`src/rtl/dc_alu_stage_reg.sv`:
```
// Decode->ALU pipeline register with load-use hazard control: holds on memory stall,
// inserts a single bubble on a load-use hazard, and kills the slot on a branch flush.
//
//   state  | meaning
//   RUN    | normal capture, or a flush bubble was just loaded
//   BUBBLE | a load-use bubble was just inserted
//   HOLD   | slot frozen by ext_stall
module dc_alu_stage_reg #(
  parameter int XLEN   = 32,
  parameter int RA_W   = 5,
  parameter int CTRL_W = 8,
  parameter int CNT_W  = 16
) (
  input  logic              clk,
  input  logic              rst,
  input  logic              flush,
  input  logic              ext_stall,
  input  logic              id_valid,
  input  logic [RA_W-1:0]   id_rs1,
  input  logic [RA_W-1:0]   id_rs2,
  input  logic              id_use_rs1,
  input  logic              id_use_rs2,
  input  logic [RA_W-1:0]   id_rd,
  input  logic              id_reg_write,
  input  logic              id_is_load,
  input  logic [XLEN-1:0]   id_rs1_data,
  input  logic [XLEN-1:0]   id_rs2_data,
  input  logic [XLEN-1:0]   id_imm,
  input  logic [XLEN-1:0]   id_pc,
  input  logic [CTRL_W-1:0] id_ctrl,
  output logic              stall_up,
  output logic              ex_valid,
  output logic [RA_W-1:0]   ex_rs1,
  output logic [RA_W-1:0]   ex_rs2,
  output logic [RA_W-1:0]   ex_rd,
  output logic              ex_reg_write,
  output logic              ex_is_load,
  output logic [XLEN-1:0]   ex_rs1_data,
  output logic [XLEN-1:0]   ex_rs2_data,
  output logic [XLEN-1:0]   ex_imm,
  output logic [XLEN-1:0]   ex_pc,
  output logic [CTRL_W-1:0] ex_ctrl,
  output logic [1:0]        hz_state,
  output logic [CNT_W-1:0]  bubble_cnt
);

  typedef enum logic [1:0] {
    ST_RUN    = 2'd0,
    ST_BUBBLE = 2'd1,
    ST_HOLD   = 2'd2
  } state_t;

  state_t state_q, state_d;

  logic              valid_q, valid_d;
  logic [RA_W-1:0]   rs1_q, rs1_d, rs2_q, rs2_d, rd_q, rd_d;
  logic              reg_write_q, reg_write_d, is_load_q, is_load_d;
  logic [XLEN-1:0]   rs1_data_q, rs1_data_d, rs2_data_q, rs2_data_d;
  logic [XLEN-1:0]   imm_q, imm_d, pc_q, pc_d;
  logic [CTRL_W-1:0] ctrl_q, ctrl_d;
  logic [CNT_W-1:0]  bubble_cnt_q, bubble_cnt_d;

  logic load_use;
  logic insert_bubble;

  // x0 as a load target never creates a dependency
  assign load_use = id_valid & valid_q & is_load_q & (rd_q != '0) &
                    ((id_use_rs1 & (id_rs1 == rd_q)) | (id_use_rs2 & (id_rs2 == rd_q)));

  assign insert_bubble = flush | (~ext_stall & load_use);

  always_ff @(posedge clk or posedge rst) begin
    if (rst) state_q <= ST_RUN;
    else     state_q <= state_d;
  end

  always_comb begin
    state_d = ST_RUN;
    if (flush)          state_d = ST_RUN;
    else if (ext_stall) state_d = ST_HOLD;
    else if (load_use)  state_d = ST_BUBBLE;
  end

  always_comb begin
    stall_up = ~flush & (ext_stall | load_use);
    hz_state = state_q;
  end

  always_comb begin
    valid_d      = valid_q;
    rs1_d        = rs1_q;
    rs2_d        = rs2_q;
    rd_d         = rd_q;
    reg_write_d  = reg_write_q;
    is_load_d    = is_load_q;
    rs1_data_d   = rs1_data_q;
    rs2_data_d   = rs2_data_q;
    imm_d        = imm_q;
    pc_d         = pc_q;
    ctrl_d       = ctrl_q;
    bubble_cnt_d = bubble_cnt_q;
    if (insert_bubble) begin
      valid_d     = 1'b0;
      rs1_d       = '0;
      rs2_d       = '0;
      rd_d        = '0;
      reg_write_d = 1'b0;
      is_load_d   = 1'b0;
      rs1_data_d  = '0;
      rs2_data_d  = '0;
      imm_d       = '0;
      pc_d        = '0;
      ctrl_d      = '0;
    end else if (!ext_stall) begin
      valid_d     = id_valid;
      rs1_d       = id_rs1;
      rs2_d       = id_rs2;
      rd_d        = id_rd;
      reg_write_d = id_reg_write;
      is_load_d   = id_is_load;
      rs1_data_d  = id_rs1_data;
      rs2_data_d  = id_rs2_data;
      imm_d       = id_imm;
      pc_d        = id_pc;
      ctrl_d      = id_ctrl;
    end
    // flush bubbles are not load-use bubbles and are not counted
    if (!flush && !ext_stall && load_use && (bubble_cnt_q != '1))
      bubble_cnt_d = bubble_cnt_q + CNT_W'(1);
  end

  always_ff @(posedge clk or posedge rst) begin
    if (rst) begin
      valid_q      <= 1'b0;
      rs1_q        <= '0;
      rs2_q        <= '0;
      rd_q         <= '0;
      reg_write_q  <= 1'b0;
      is_load_q    <= 1'b0;
      rs1_data_q   <= '0;
      rs2_data_q   <= '0;
      imm_q        <= '0;
      pc_q         <= '0;
      ctrl_q       <= '0;
      bubble_cnt_q <= '0;
    end else begin
      valid_q      <= valid_d;
      rs1_q        <= rs1_d;
      rs2_q        <= rs2_d;
      rd_q         <= rd_d;
      reg_write_q  <= reg_write_d;
      is_load_q    <= is_load_d;
      rs1_data_q   <= rs1_data_d;
      rs2_data_q   <= rs2_data_d;
      imm_q        <= imm_d;
      pc_q         <= pc_d;
      ctrl_q       <= ctrl_d;
      bubble_cnt_q <= bubble_cnt_d;
    end
  end

  assign ex_valid     = valid_q;
  assign ex_rs1       = rs1_q;
  assign ex_rs2       = rs2_q;
  assign ex_rd        = rd_q;
  assign ex_reg_write = reg_write_q;
  assign ex_is_load   = is_load_q;
  assign ex_rs1_data  = rs1_data_q;
  assign ex_rs2_data  = rs2_data_q;
  assign ex_imm       = imm_q;
  assign ex_pc        = pc_q;
  assign ex_ctrl      = ctrl_q;
  assign bubble_cnt   = bubble_cnt_q;

endmodule

```
`config.mk`:
```
export PLATFORM = sky130hd
export DESIGN_NAME = dc_alu_stage_reg
export DESIGN_NICKNAME = d
export VERILOG_FILES = /design/src/rtl/dc_alu_stage_reg.sv
export SDC_FILE = /design/constraint.sdc
export NUM_CORES = 1
export LEC_CHECK = 0
export ABC_AREA = 1
export BUFFER_PORTS_ARGS = -buffer_cell sky130_fd_sc_hd__buf_4
export CAP_MARGIN = 25
export CORE_ASPECT_RATIO = 0.5
export CORE_MARGIN = 2
export CORE_UTILIZATION = 30
export CTS_CLUSTER_DIAMETER = 50
export DETAILED_ROUTE_END_ITERATION = 6
export GPL_ROUTABILITY_DRIVEN = 0
export SYNTH_ARGS = -nofsm -noshare
export SYNTH_HDL_FRONTEND = slang
export SYNTH_SLANG_ARGS = --single-unit
export TNS_END_PERCENT = 20
```
`constraint.sdc`:
```
create_clock -name clk -period 6.4 [get_ports clk]
set_input_delay 0.32 -clock clk [delete_from_list [all_inputs] [get_ports clk]]
set_output_delay 0.32 -clock clk [all_outputs]
set_load 0.05 [all_outputs]
```
# After elaboration in Yosys (flattened, before gate mapping)
# Cells that the tools add are included.
dict set report totals {
  regBits 172
  in_bits 160
  out_inout_bits 173
  elab_cells 62
}
dict set report classes {
  add_sub_neg 1
  eq_ne 4
  muxes 25
  bitwise 13
  n_reduce_logical 6
}
# operator count
set op_table {}
lappend op_table {{32-bit 2-to-1 mux} 8}
lappend op_table {{5-bit 2-to-1 mux} 6}
lappend op_table {{16-bit by 1-bit adder with 16-bit output, second input constant} 1}
lappend op_table {{8-bit 2-to-1 mux} 2}
lappend op_table {{16-bit != test, second input constant} 1}
lappend op_table {{5-bit == test} 2}
lappend op_table {{1-bit bitwise AND} 8}
lappend op_table {{1-bit 2-to-1 mux} 7}
lappend op_table {{5-bit nonzero test} 1}
lappend op_table {{2-bit 2-to-1 mux} 2}
lappend op_table {{1-bit logical AND} 3}
lappend op_table {{1-bit bitwise OR} 3}
lappend op_table {{1-bit zero test} 2}
lappend op_table {{2-bit by 1-bit != test with 1-bit output, second input constant} 1}
lappend op_table {{1-bit inverter} 2}

# Longest topological paths before layout
dict set report depth {
  word_depth 7
  mapped_depth 11
}

# Least setup slack after synthesis
# No wires, ideal clock.
dict set report synth_path {
  kind {reg-to-output}
  startpoint {reg rd_q[2], in the netlist ex_rd[2]}
  endpoint {out stall_up}
  arrival_time_ns 2.015
  required_ns 6.080
  slack_ns 4.065
  stages_incl_launch_ff 11
  cell_sequence {dfrtp_1 inv_1 nand2_1 nand2_1 nor2_1 nand3_1 nand2_2 nand2_2 buf_6 buf_6 a21oi_2}
}
dict set report synth_via {
  elab_chain_len 6
  elab_cells_between_ends 10
  classes_between {2 x eq/ne; 7 x bitwise; 1 x reduce/logical}
}
# element line_no
set synth_rtl {}
lappend synth_rtl {{start, declared} 56} ;# logic [RA_W-1:0] rs1_q, rs1_d, rs2_q, rs2_d, rd_q, rd_d;
lappend synth_rtl {{start signal, assigned} 150} ;# rd_q <= rd_d;
lappend synth_rtl {{5-bit == test} 68} ;# ((id_use_rs1 & (id_rs1 == rd_q)) | (id_use_rs2 & (id_rs2 == rd_q)));
lappend synth_rtl {{1-bit bitwise AND} 68}
lappend synth_rtl {{1-bit bitwise OR} 68}
lappend synth_rtl {{1-bit bitwise AND (*)} 67} ;# assign load_use = id_valid & valid_q & is_load_q & (rd_q != '0) &
lappend synth_rtl {{1-bit bitwise OR (*)} 85} ;# stall_up = ~flush & (ext_stall | load_use);
lappend synth_rtl {{1-bit bitwise AND (*)} 85}
lappend synth_rtl {{end, declared} 31} ;# output logic stall_up,
# Mark *: on every way between the ends. The rest lies on a longest branch, timed or not.

# Worst setup path after layout
dict set report layout_path {
  startpoint {reg rd_q[4], in the netlist ex_rd[4]}
  endpoint {reg rs1_q[4], in the netlist ex_rs1[4]}
}
dict set report layout_via {
  elab_chain_len 7
  elab_cells_between_ends 12
  classes_between {3 x eq/ne; 1 x mux; 7 x bitwise; 1 x reduce/logical}
}
# element line_no
set layout_rtl {}
lappend layout_rtl {{5-bit == test} 68}
lappend layout_rtl {{1-bit bitwise AND} 68}
lappend layout_rtl {{1-bit bitwise OR} 68}
lappend layout_rtl {{1-bit bitwise AND (*)} 67}
lappend layout_rtl {{1-bit bitwise AND (*)} 70} ;# assign insert_bubble = flush | (~ext_stall & load_use);
lappend layout_rtl {{1-bit bitwise OR (*)} 70}
lappend layout_rtl {{2-bit by 1-bit != test with 1-bit output (no source line) / 5-bit 2-to-1 mux (equally long branches)} --}
lappend layout_rtl {{end signal, assigned} 148} ;# rs1_q <= rs1_d;
lappend layout_rtl {{end, declared} 56}
# Marked as above.
# A chain may end at the register's enable or synchronous reset.

==> results.py <==
metrics = {
    "die": {
        "initial_utilization_pct": 30.5,
        "die_w_microns": 225,
        "rows": 40,
        "fp.coreArea_sq_um": 24000,
        "ios": 333,
        "die_area_sq_um": 25700,
        "die_y_microns": 114,
    },
    "synth": {
        "synth_top_area_cell": "dfrtp_1",
        "yosys_most_used_dff": "dfrtp_1",
        "ys_seq_area_share_pct": 58.8,
        "yosysWarnings": 0,
        "synth_top_area_share_pct": 58.8,
        "yosysMostFrequentCell": "nand2_1",
        "syn_nets": 1008,
        "syn-cell-area_sq_um": 7320,
        "synth_edf_count": 0,
        "synthArstFlopShare_pct": 100,
        "synth_area_per_cell_sq_um": 8.64,
        "synthCells": 847,
        "yosysUniqueCellTypes": 23,
        "netlist_top_cells_area": "dfrtp_1, nand2_1, nand3_1",
        "ys_top_cells_by_count": "nand2_1, dfrtp_1, nand3_1, inv_1, buf_6",
        "synth-seq-cells": 172,
    },
    "placed_design": {
        "port-buffer-count": 332,
        "hpwl_mm": 16.3,
        "pre_cts_ws_ns": 3.40,
    },
    "final_layout": {
        "area_growth_pct": 44.9,
        "drive_gt1_share_pct": 32.6,
        "multi_input_area_sq_um": 2590,
        "fillers": 2375,
        "nNetsFinal": 1317,
        "register_area_sq_um": 4300,
        "antenna_cells": 0,
    },
    "sta": {
        "tns_ns": 0,
        "worst_pin_slew_ns": 0.882,
        "finalHoldViolCount": 0,
        "holdWs_ns": 0.0733,
        "setup_slack_ns": 3.43,
        "rsz0062_at_grt": "false",
        "max_freq_ghz": 0.337,
        "slew_headroom_pct": 41.2,
        "finClkSkew_ns": 0.00728,
        "drv_slew": 0,
        "fin_crit_sh_pct": 46.3,
        "timing.final.crit_period_ns": 2.97,
        "setup_violations": 0,
    },
    "power": {
        "pwr-share-comb_pct": 18.4,
        "p_seq_share_pct": 42.5,
        "power.share.clock_pct": 39.1,
        "power_mw": 2.77,
        "intPower_mw": 1.96,
        "ir_drop_v": 0.000122,
        "leakagePower_nw": 5.98,
        "power_switching_mw": 0.805,
        "cellPowerDensity_nw_per_um2": 261,
        "switching_share_pct": 29.1,
    },
    "setup_path": {
        "cp_max_fo": 84,
        "setup.worst_path.end_class": "register",
        "critPathArrivalTime_ns": 3.32,
        "cp-start-kind": "register",
        "crit_type": "register to register",
        "required_ns": 6.75,
    },
    "drt": {
        "drtIter0Drc": 511,
        "drtAntennaViolNets": 0,
        "dr.pass1.iters": 5,
        "vias": 6851,
        "routedWlPerCell_microns": 15.8,
        "drt_wl_total_mm": 23.4,
        "viasPerCell": 4.62,
        "drc_errors": 0,
    },
    "cts": {
        "tritoncts": "built",
        "clk_latency_ns": 0.44,
        "clkTransAtPathRegs_ns": 0.07,
        "cts-root-buf": "clkbuf_16",
        "holdBufCountCts": 0,
        "postCtsSetupBuffers": 0,
        "clkSinkCount": 172,
        "cts_buffer_depth": 2,
        "htreeDepth": 4,
        "post_cts_resized": 0,
        "cts_buffers": 17,
    },
    "global_route": {
        "grt_usage_pct": 18.2,
        "grt_max_degree": 97,
        "grt_pass1_wl_mm": 36.0,
        "grt_pass1_vias": 6590,
        "antenna_found_initial": 0,
        "overflow": 0,
    },
    "outcome": {
        "status": "finished clean",
    },
    "min_path": {
        "hp-class": "input pin to async pin",
    },
    "job": {
        "cap_violations": 0,
    },
}
==> through the flow <==
stage	instances	instance area, sq um	utilization (%)
final	1482	10600	44.3
after global routing	1482	10600	44.3
after CTS	1480	10600	44.0
after detailed placement	1450	9950	41.5
after global placement	1450	9950	41.5
after floorplan	847	7320	-
==> logic make-up (layout without fill, tap and decap cells) <==
family                     count (synthesis)  in the layout  synth area share [%]
AOI/OAI and AO/OA                         17             17                  1.23
buffers and inverters                     82            402                  6.08
DFF                                      172            172                  58.8
xor gates and xnor gates                  14             14                  1.67
adders and majority gates                  1              1                 0.171
and+or+nand+nor                          561            561                  32.1
==> metal layers <==
metal	vias up	routed length (microns)	track usage [%]
met2	173	11700	29.5
met3	63	922	4.59
met1	3299	9780	22.7
li1	3316	-	-
met4	0	976	9.36
met5	-	0	0
==> layout make-up <==
| class | instances | area share [%] |
|---|---|---|
| Clock buffer | 23 | 4.60 |
| Clock inverter | 7 | 1.06 |
| Sequential cell | 172 | 40.6 |
| Inverter | 32 | 1.18 |
| Multi-Input combinational cell | 593 | 24.4 |
| Tap cell | 315 | 3.72 |
| Timing Repair Buffer | 340 | 24.4 |
==> power by group through the flow <==
stage / clock, mW / combinational (mW) / sequential, mW
detailed placement: 0 / 0.509 / 1.19
finish: 1.08 / 0.508 / 1.18
floorplan: 0 / 0.0994 / 1.39
CTS: 1.11 / 0.510 / 1.17
global route: 1.16 / 0.539 / 1.18
global placement: 0 / 0.506 / 1.19
==> critical path, cell delays in order (launching register included) <==
cell,delay [ns]
dfrtp_1,0.44
inv_2,0.09
nand2_1,0.06
nand2_1,0.08
nor2_1,0.04
nand3_1,0.11
nand2_2,0.11
nand2_4,0.50
buf_4,0.78
nand2_1,0.41
o21ai_0,0.26
==> cell usage in the layout, fill, tap and decap left out, types with 9 or more instances in the layout <==
cell type  count
inv_1         28
nand3_1      154
clkbuf_16     17
dfrtp_1      172
xor2_1         9
nor2_1        13
nor3_1         9
buf_4        338
o21ai_0       15
nand2_1      374
==> flip-flops by register name, indices dropped and copies added, names as in the netlist <==
name,count
ex_rs1_data,32
ex_reg_write,1
ex_imm,32
ex_rs2,5
ex_rd,5
ex_valid,1
ex_rs2_data,32
ex_pc,32
ex_rs1,5
ex_is_load,1
bubble_cnt,16
hz_state,2
ex_ctrl,8
==> worst paths after layout <==
kind	startpoint	end	slack [ns]	depth (start not counted)
worst max-delay path	ex_rd[4]	ex_rs1[4]	3.43	10
worst min-delay path	rst	ex_ctrl[4]	0.07	2
worst max register to register	ex_rd[4]	ex_rs1[4]	3.43	10
worst min register to register	ex_rs1_data[16]	ex_rs1_data[16]	0.48	2
max in group asynchronous	rst	ex_pc[19]	5.08	4
min in group clk	id_ctrl[4]	ex_ctrl[4]	0.10	3
(Power assumes the default switching activity.)
